==> src/rtl/ysyx_22040386_lsu.sv <==
// Load/store unit: one EXU access becomes one aligned 8-byte handshaked bus beat.
// Optional MISALIGN_TRAP_EN: misaligned accesses skip the bus and complete with resp_err.
module ysyx_22040386_lsu #(
  parameter int unsigned TIMEOUT = 255
) (
  input  logic        clk,
  input  logic        rst_n,
  input  logic        req_valid,
  output logic        req_ready,
  input  logic        req_wen,
  input  logic [63:0] req_addr,
  input  logic [63:0] req_wdata,
  input  logic [1:0]  req_size,
  input  logic        req_unsigned,
  output logic        resp_valid,
  output logic [63:0] resp_rdata,
  output logic        resp_err,
  output logic        mem_req_valid,
  input  logic        mem_req_ready,
  output logic [63:0] mem_addr,
  output logic        mem_wen,
  output logic [63:0] mem_wdata,
  output logic [7:0]  mem_wmask,
  input  logic        mem_resp_valid,
  input  logic [63:0] mem_resp_rdata,
  input  logic        mem_resp_err
);

  localparam int unsigned CW = $clog2(TIMEOUT + 1);

  typedef enum logic [1:0] {IDLE, REQ, WAIT, DONE} state_t;

  state_t        state, state_nxt;
  logic [2:0]    off;
  logic [1:0]    size_q;
  logic          uns_q;
  logic [CW-1:0] cnt;
  logic          cnt_last;
  logic          trap;
  logic [7:0]    mask_base;
  logic [63:0]   shifted;
  logic [63:0]   load_val;

`ifdef MISALIGN_TRAP_EN
  always_comb begin
    trap = 1'b0;
    unique case (req_size)
      2'd0: trap = 1'b0;
      2'd1: trap = req_addr[0];
      2'd2: trap = |req_addr[1:0];
      2'd3: trap = |req_addr[2:0];
      default: trap = 1'b0;
    endcase
  end
`else
  assign trap = 1'b0;
`endif

  assign req_ready     = (state == IDLE);
  assign mem_req_valid = (state == REQ);
  assign resp_valid    = (state == DONE);
  assign cnt_last      = (cnt == CW'(TIMEOUT - 1));

  always_comb begin
    mask_base = 8'h00;
    unique case (req_size)
      2'd0: mask_base = 8'h01;
      2'd1: mask_base = 8'h03;
      2'd2: mask_base = 8'h0F;
      2'd3: mask_base = 8'hFF;
      default: mask_base = 8'h00;
    endcase
  end

  always_comb begin
    shifted  = mem_resp_rdata >> {off, 3'b000};
    load_val = shifted;
    unique case (size_q)
      2'd0: load_val = uns_q ? {56'd0, shifted[7:0]}  : {{56{shifted[7]}}, shifted[7:0]};
      2'd1: load_val = uns_q ? {48'd0, shifted[15:0]} : {{48{shifted[15]}}, shifted[15:0]};
      2'd2: load_val = uns_q ? {32'd0, shifted[31:0]} : {{32{shifted[31]}}, shifted[31:0]};
      2'd3: load_val = shifted;
      default: load_val = shifted;
    endcase
  end

  always_ff @(posedge clk or negedge rst_n) begin
    if (!rst_n) state <= IDLE;
    else        state <= state_nxt;
  end

  always_comb begin
    state_nxt = state;
    unique case (state)
      IDLE:    if (req_valid) state_nxt = trap ? DONE : REQ;
      REQ:     if (mem_req_ready) state_nxt = WAIT;
      WAIT:    if (mem_resp_valid || cnt_last) state_nxt = DONE;
      DONE:    state_nxt = IDLE;
      default: state_nxt = IDLE;
    endcase
  end

  always_ff @(posedge clk or negedge rst_n) begin
    if (!rst_n) begin
      off        <= '0;
      size_q     <= '0;
      uns_q      <= 1'b0;
      cnt        <= '0;
      mem_addr   <= '0;
      mem_wen    <= 1'b0;
      mem_wdata  <= '0;
      mem_wmask  <= '0;
      resp_rdata <= '0;
      resp_err   <= 1'b0;
    end else begin
      unique case (state)
        IDLE: if (req_valid) begin
          off        <= req_addr[2:0];
          size_q     <= req_size;
          uns_q      <= req_unsigned;
          cnt        <= '0;
          mem_addr   <= {req_addr[63:3], 3'b000};
          mem_wen    <= req_wen;
          mem_wdata  <= req_wdata << {req_addr[2:0], 3'b000};
          // lanes past the doubleword boundary fall off the 8-bit mask
          mem_wmask  <= req_wen ? (mask_base << req_addr[2:0]) : 8'h00;
          resp_rdata <= '0;
          resp_err   <= trap;
        end
        WAIT: begin
          if (mem_resp_valid) begin
            resp_err   <= mem_resp_err;
            resp_rdata <= (mem_wen || mem_resp_err) ? '0 : load_val;
          end else if (cnt_last) begin
            resp_err   <= 1'b1;
            resp_rdata <= '0;
          end else begin
            cnt <= cnt + CW'(1);
          end
        end
        default: ;
      endcase
    end
  end

endmodule
==> config.mk <==
export PLATFORM = sky130hd
export DESIGN_NAME = ysyx_22040386_lsu
export DESIGN_NICKNAME = d
export VERILOG_FILES = /design/src/rtl/ysyx_22040386_lsu.sv
export SDC_FILE = /design/constraint.sdc
export NUM_CORES = 1
export LEC_CHECK = 0
export ABC_AREA = 1
export ABC_CLOCK_PERIOD_IN_PS = 3330
export BUFFER_PORTS_ARGS = -buffer_cell sky130_fd_sc_hd__buf_2
export CAP_MARGIN = 10
export CELL_PAD_IN_SITES_DETAIL_PLACEMENT = 0
export CELL_PAD_IN_SITES_GLOBAL_PLACEMENT = 2
export CORE_ASPECT_RATIO = 1.4
export CORE_MARGIN = 5
export CORE_UTILIZATION = 29
export DETAILED_ROUTE_END_ITERATION = 8
export GPL_ROUTABILITY_DRIVEN = 1
export PLACE_DENSITY = 0.95
export SETUP_SLACK_MARGIN = 0.4
export SYNTH_ARGS = -nofsm -noshare
export SYNTH_HDL_FRONTEND = slang
export SYNTH_SLANG_ARGS = --single-unit
==> constraint.sdc <==
create_clock -name clk -period 3.33 [get_ports clk]
set_clock_uncertainty 0.1 [all_clocks]
set_input_delay 0.333 -clock clk [delete_from_list [all_inputs] [get_ports clk]]
set_output_delay 0.333 -clock clk [all_outputs]
set_load 0.03 [all_outputs]
==> results.yml <==
setup_path:
  worst-r2r-cell-count: 11
  worst_r2r_startpoint: "state[0]"
  cp.required_ns: 3.71
  timing.critical_path.slowest_cell_delay_ns: 0.52
  r2r_end: "resp_rdata[40]"
  timing.critical_path.arrival_ns: 2.85
  reg2reg_setup_slack_ns: 0.86
  crit_path_max_fanout: 61
  crit_slowest_cell: "sky130_fd_sc_hd__buf_4"
  worstPathCellList: "inv_1 -> ha_1 -> inv_1 -> nand2_1 -> nand2_1 -> inv_1 -> nand2_2 -> nor2_4 -> buf_4 -> nand3_1 -> nand2_1"
  crit_buf_inv: 4
  worstSetupEndpointType: "register"
  cp-start-kind: "register"
  setup.worst_path.class: "register to register"
  cpLargestDelayFamily: "buffers and inverters"
routing:
  remaining_drc_errors: 0
  via_count: 13395
  routed_wire_length_per_instance_um: 19.60
  drt_iter0_markers: 927
  totalWireLength_um: 52770
  drtAntennaViolNets: 0
  vias_per_cell: 4.974
  drt_pre_antenna_iters: 6
logic_synthesis:
  dominantRegCellSynth: "sky130_fd_sc_hd__dfrtp_1"
  synth.top_cells.by_area: "sky130_fd_sc_hd__dfrtp_1 (44%), sky130_fd_sc_hd__nand2_1 (24%), sky130_fd_sc_hd__nand3_1 (11%)"
  synth_most_common_cell: "sky130_fd_sc_hd__nand2_1"
  synth.distinct_cells: 32
  ys.warnings.count: 0
  synthesis.area_um2: 12130
  part_of_the_yosys_area_used_for_sequential_elements_pct: 44.35
  postSynthRegisterBits: 215
  synth_area_leader_cell: "sky130_fd_sc_hd__dfrtp_1"
  syn-instance-count: 1728
  yosys-top-cells-count: "sky130_fd_sc_hd__nand2_1 (791), sky130_fd_sc_hd__nand3_1 (276), sky130_fd_sc_hd__dfrtp_1 (215), sky130_fd_sc_hd__o21ai_0 (91), sky130_fd_sc_hd__clkbuf_1 (61)"
  netlist.area_leader.share_pct: 44.35
  postSynth.asyncResetShare_pct: 100.0
  synth_edf_count: 0
  synthesis.area_per_instance_um2: 7.021
clock_network:
  cts_setup_buffers: 0
  cts.clk_slew.worst_paths_ns: 0.06
  clock_tree_from_tritoncts: "yes"
  cts-htree-levels: 1
  cts_buffers: 25
  number_of_sinks_handled_by_clock_tree_synthesis: 215
  cts-root-to-sink-buffers: 3
  ctsRootBufferMaster: "sky130_fd_sc_hd__clkbuf_16"
  clkLatencyLatePin_ns: 0.55
global_route:
  global_route_wire_length_before_repair_um: 80100
  globalRoute.totalOverflow: 0
  antenna_found_initial: 2
  first_global_vias: 13486
  track_usage_pct: 22.00
  grt_max_degree: 85
finish:
  stdcell_count: 2693
  drive_gt1_share_pct: 23.09
  multi_input_comb_area_um2: 5954
  ff_latch_area_um2: 5381
  nFillCells: 4462
  final_layout_net_count: 2341
  areaGrowthSynthToFinish_pct: 32.40
floorplan:
  die-area_um2: 46080
  rows: 88
  floorplan.die.height_um: 252.0
  die_w_um: 182.9
  core_region_area_um2: 41290
  start_util_pct: 29.38
  io-pin-count: 407
timing:
  max_slew_margin_pct: 24.98
  setup-tns-final_ns: 0
  final.period_utilization_pct: 74.09
  fmax_mhz: 405.3
  setup-violations-final: 0
  worstMarginPinSlew_ns: 1.124
  hold_viol: 0
  finalWorstPathRequiredPeriod_ns: 2.467
  maxSlewViolCount: 0
  setup_repair_after_global_routing_missed_its_margin: "false"
placement:
  finalWeightedCongestion: 0.9134
  place_hpwl_um: 38970
  dpl.cell_count: 2578
  io_buffer_count: 403
power:
  pwr_density_cell_nw_per_um2: 929.9
  cellLeakagePower_uw: 0.008877
  irDropWorstVdd_mv: 0.5168
worst_hold_path:
  sink_of_the_worst_hold_path: "mem_wdata[34]"
  number_of_cells_on_the_worst_hold_path: 3
  path_class_of_the_lowest_slack_min_delay_path: "input pin to register"
  hold_path.startpoint: "req_wdata[2]"
status:
  outcome: "finished, final reports clean"
job:
  max-cap-violations: 0
==> through the flow <==
step	cell area [um^2]	total power [uW]	setup WS (ns)	util [%]	hold slack [ns]
3_5_place_dp	14550	12100	0.8948	35.24	0.1907
3_3_place_gp	14550	12080	0.9459	35.24	0.1850
6_report	16060	14940	0.8628	38.90	0.02883
4_1_cts	16060	15100	0.8552	38.89	0.0005215
2_1_floorplan	12140	9507	1.272	-	-0.06259
5_1_grt	16060	16000	0.5825	38.89	0.01486
==> placed cells by master, fill, tap and decap left out, types with 12 or more instances in the layout <==
cell type	Yosys	layout
sky130_fd_sc_hd__nand2_1	791	789
sky130_fd_sc_hd__buf_2	44	402
sky130_fd_sc_hd__nor2_1	41	40
sky130_fd_sc_hd__nand3_1	276	276
sky130_fd_sc_hd__o211ai_1	38	38
sky130_fd_sc_hd__dlygate4sd3_1	0	68
sky130_fd_sc_hd__mux2i_1	17	17
sky130_fd_sc_hd__a21oi_1	29	29
sky130_fd_sc_hd__buf_4	7	26
sky130_fd_sc_hd__o21ai_0	91	91
sky130_fd_sc_hd__clkbuf_16	0	25
sky130_fd_sc_hd__dfrtp_1	215	214
sky130_fd_sc_hd__a31oi_1	12	12
sky130_fd_sc_hd__inv_1	52	51
==> final cells by class <==
class	count	share of cell area, %
antenna	1	0.01558
multi-input combinational	1331	37.07
sequential	215	33.50
inverter	58	1.355
clock buffer	33	4.331
clock inverter	13	0.8179
tap	540	4.207
timing repair buffer	502	18.70
==> cells by family after synthesis <==
kind of cell / synth area share [%]
AND/OR/NAND/NOR: 38.20
other: 0.03091
multiplexers: 1.403
adder cells (fa/ha/maj): 0.6188
XOR/XNOR: 0.2887
AO/OA/AOI/OAI: 8.375
buffers and inverters: 6.735
flip-flops: 44.35
==> tightest hold or removal path, delay by kind of cell <==
kind            cells  cell delay [ns]
simple gates        1             0.09
compound gates      1             0.08
buf+inv             1             0.12
==> timing repair <==
action | CTS | global route
resized for setup | 0 | 0
hold buffers | 68 | 0
endpoints found under the hold margin | 119 | 0
setup endpoints to repair | 0 | 0
==> where the power goes <==
group          internal [uW]  total [uW]  switching, uW
clock network           1630        2850           1220
logic                   2220        8020           5790
registers               3500        4070            575
total                   7350       14900           7580
==> worst max path at each step <==
stage / startpoint / to / depth (start not counted)
global route: state[0] / resp_rdata[40] / 11
finish: state[0] / resp_rdata[40] / 11
CTS: state[0] / resp_rdata[40] / 11
floorplan: state[0] / mem_wdata[41] / 7
global placement: size_q[1] / resp_rdata[53] / 8
detailed placement: state[0] / resp_rdata[40] / 11
==> routing by layer <==
layer	routed length (um)	up-vias	global-route usage, %	part of all wire (%)
met5	13	-	0	0.025
met4	3416	2	12.20	6.5
met3	3895	123	4.572	7.4
met2	26220	599	38.66	50
met1	19230	6270	24.76	36
li1	-	6401	-	-
==> sequential cells by signal (all words and copies together), names as in the netlist <==
register,flops
mem_wdata,64
resp_rdata,64
mem_addr,61
cnt,8
mem_wmask,8
off,3
size_q,2
state,2
mem_wen,1
resp_err,1
uns_q,1
(Power assumes the default switching activity.)
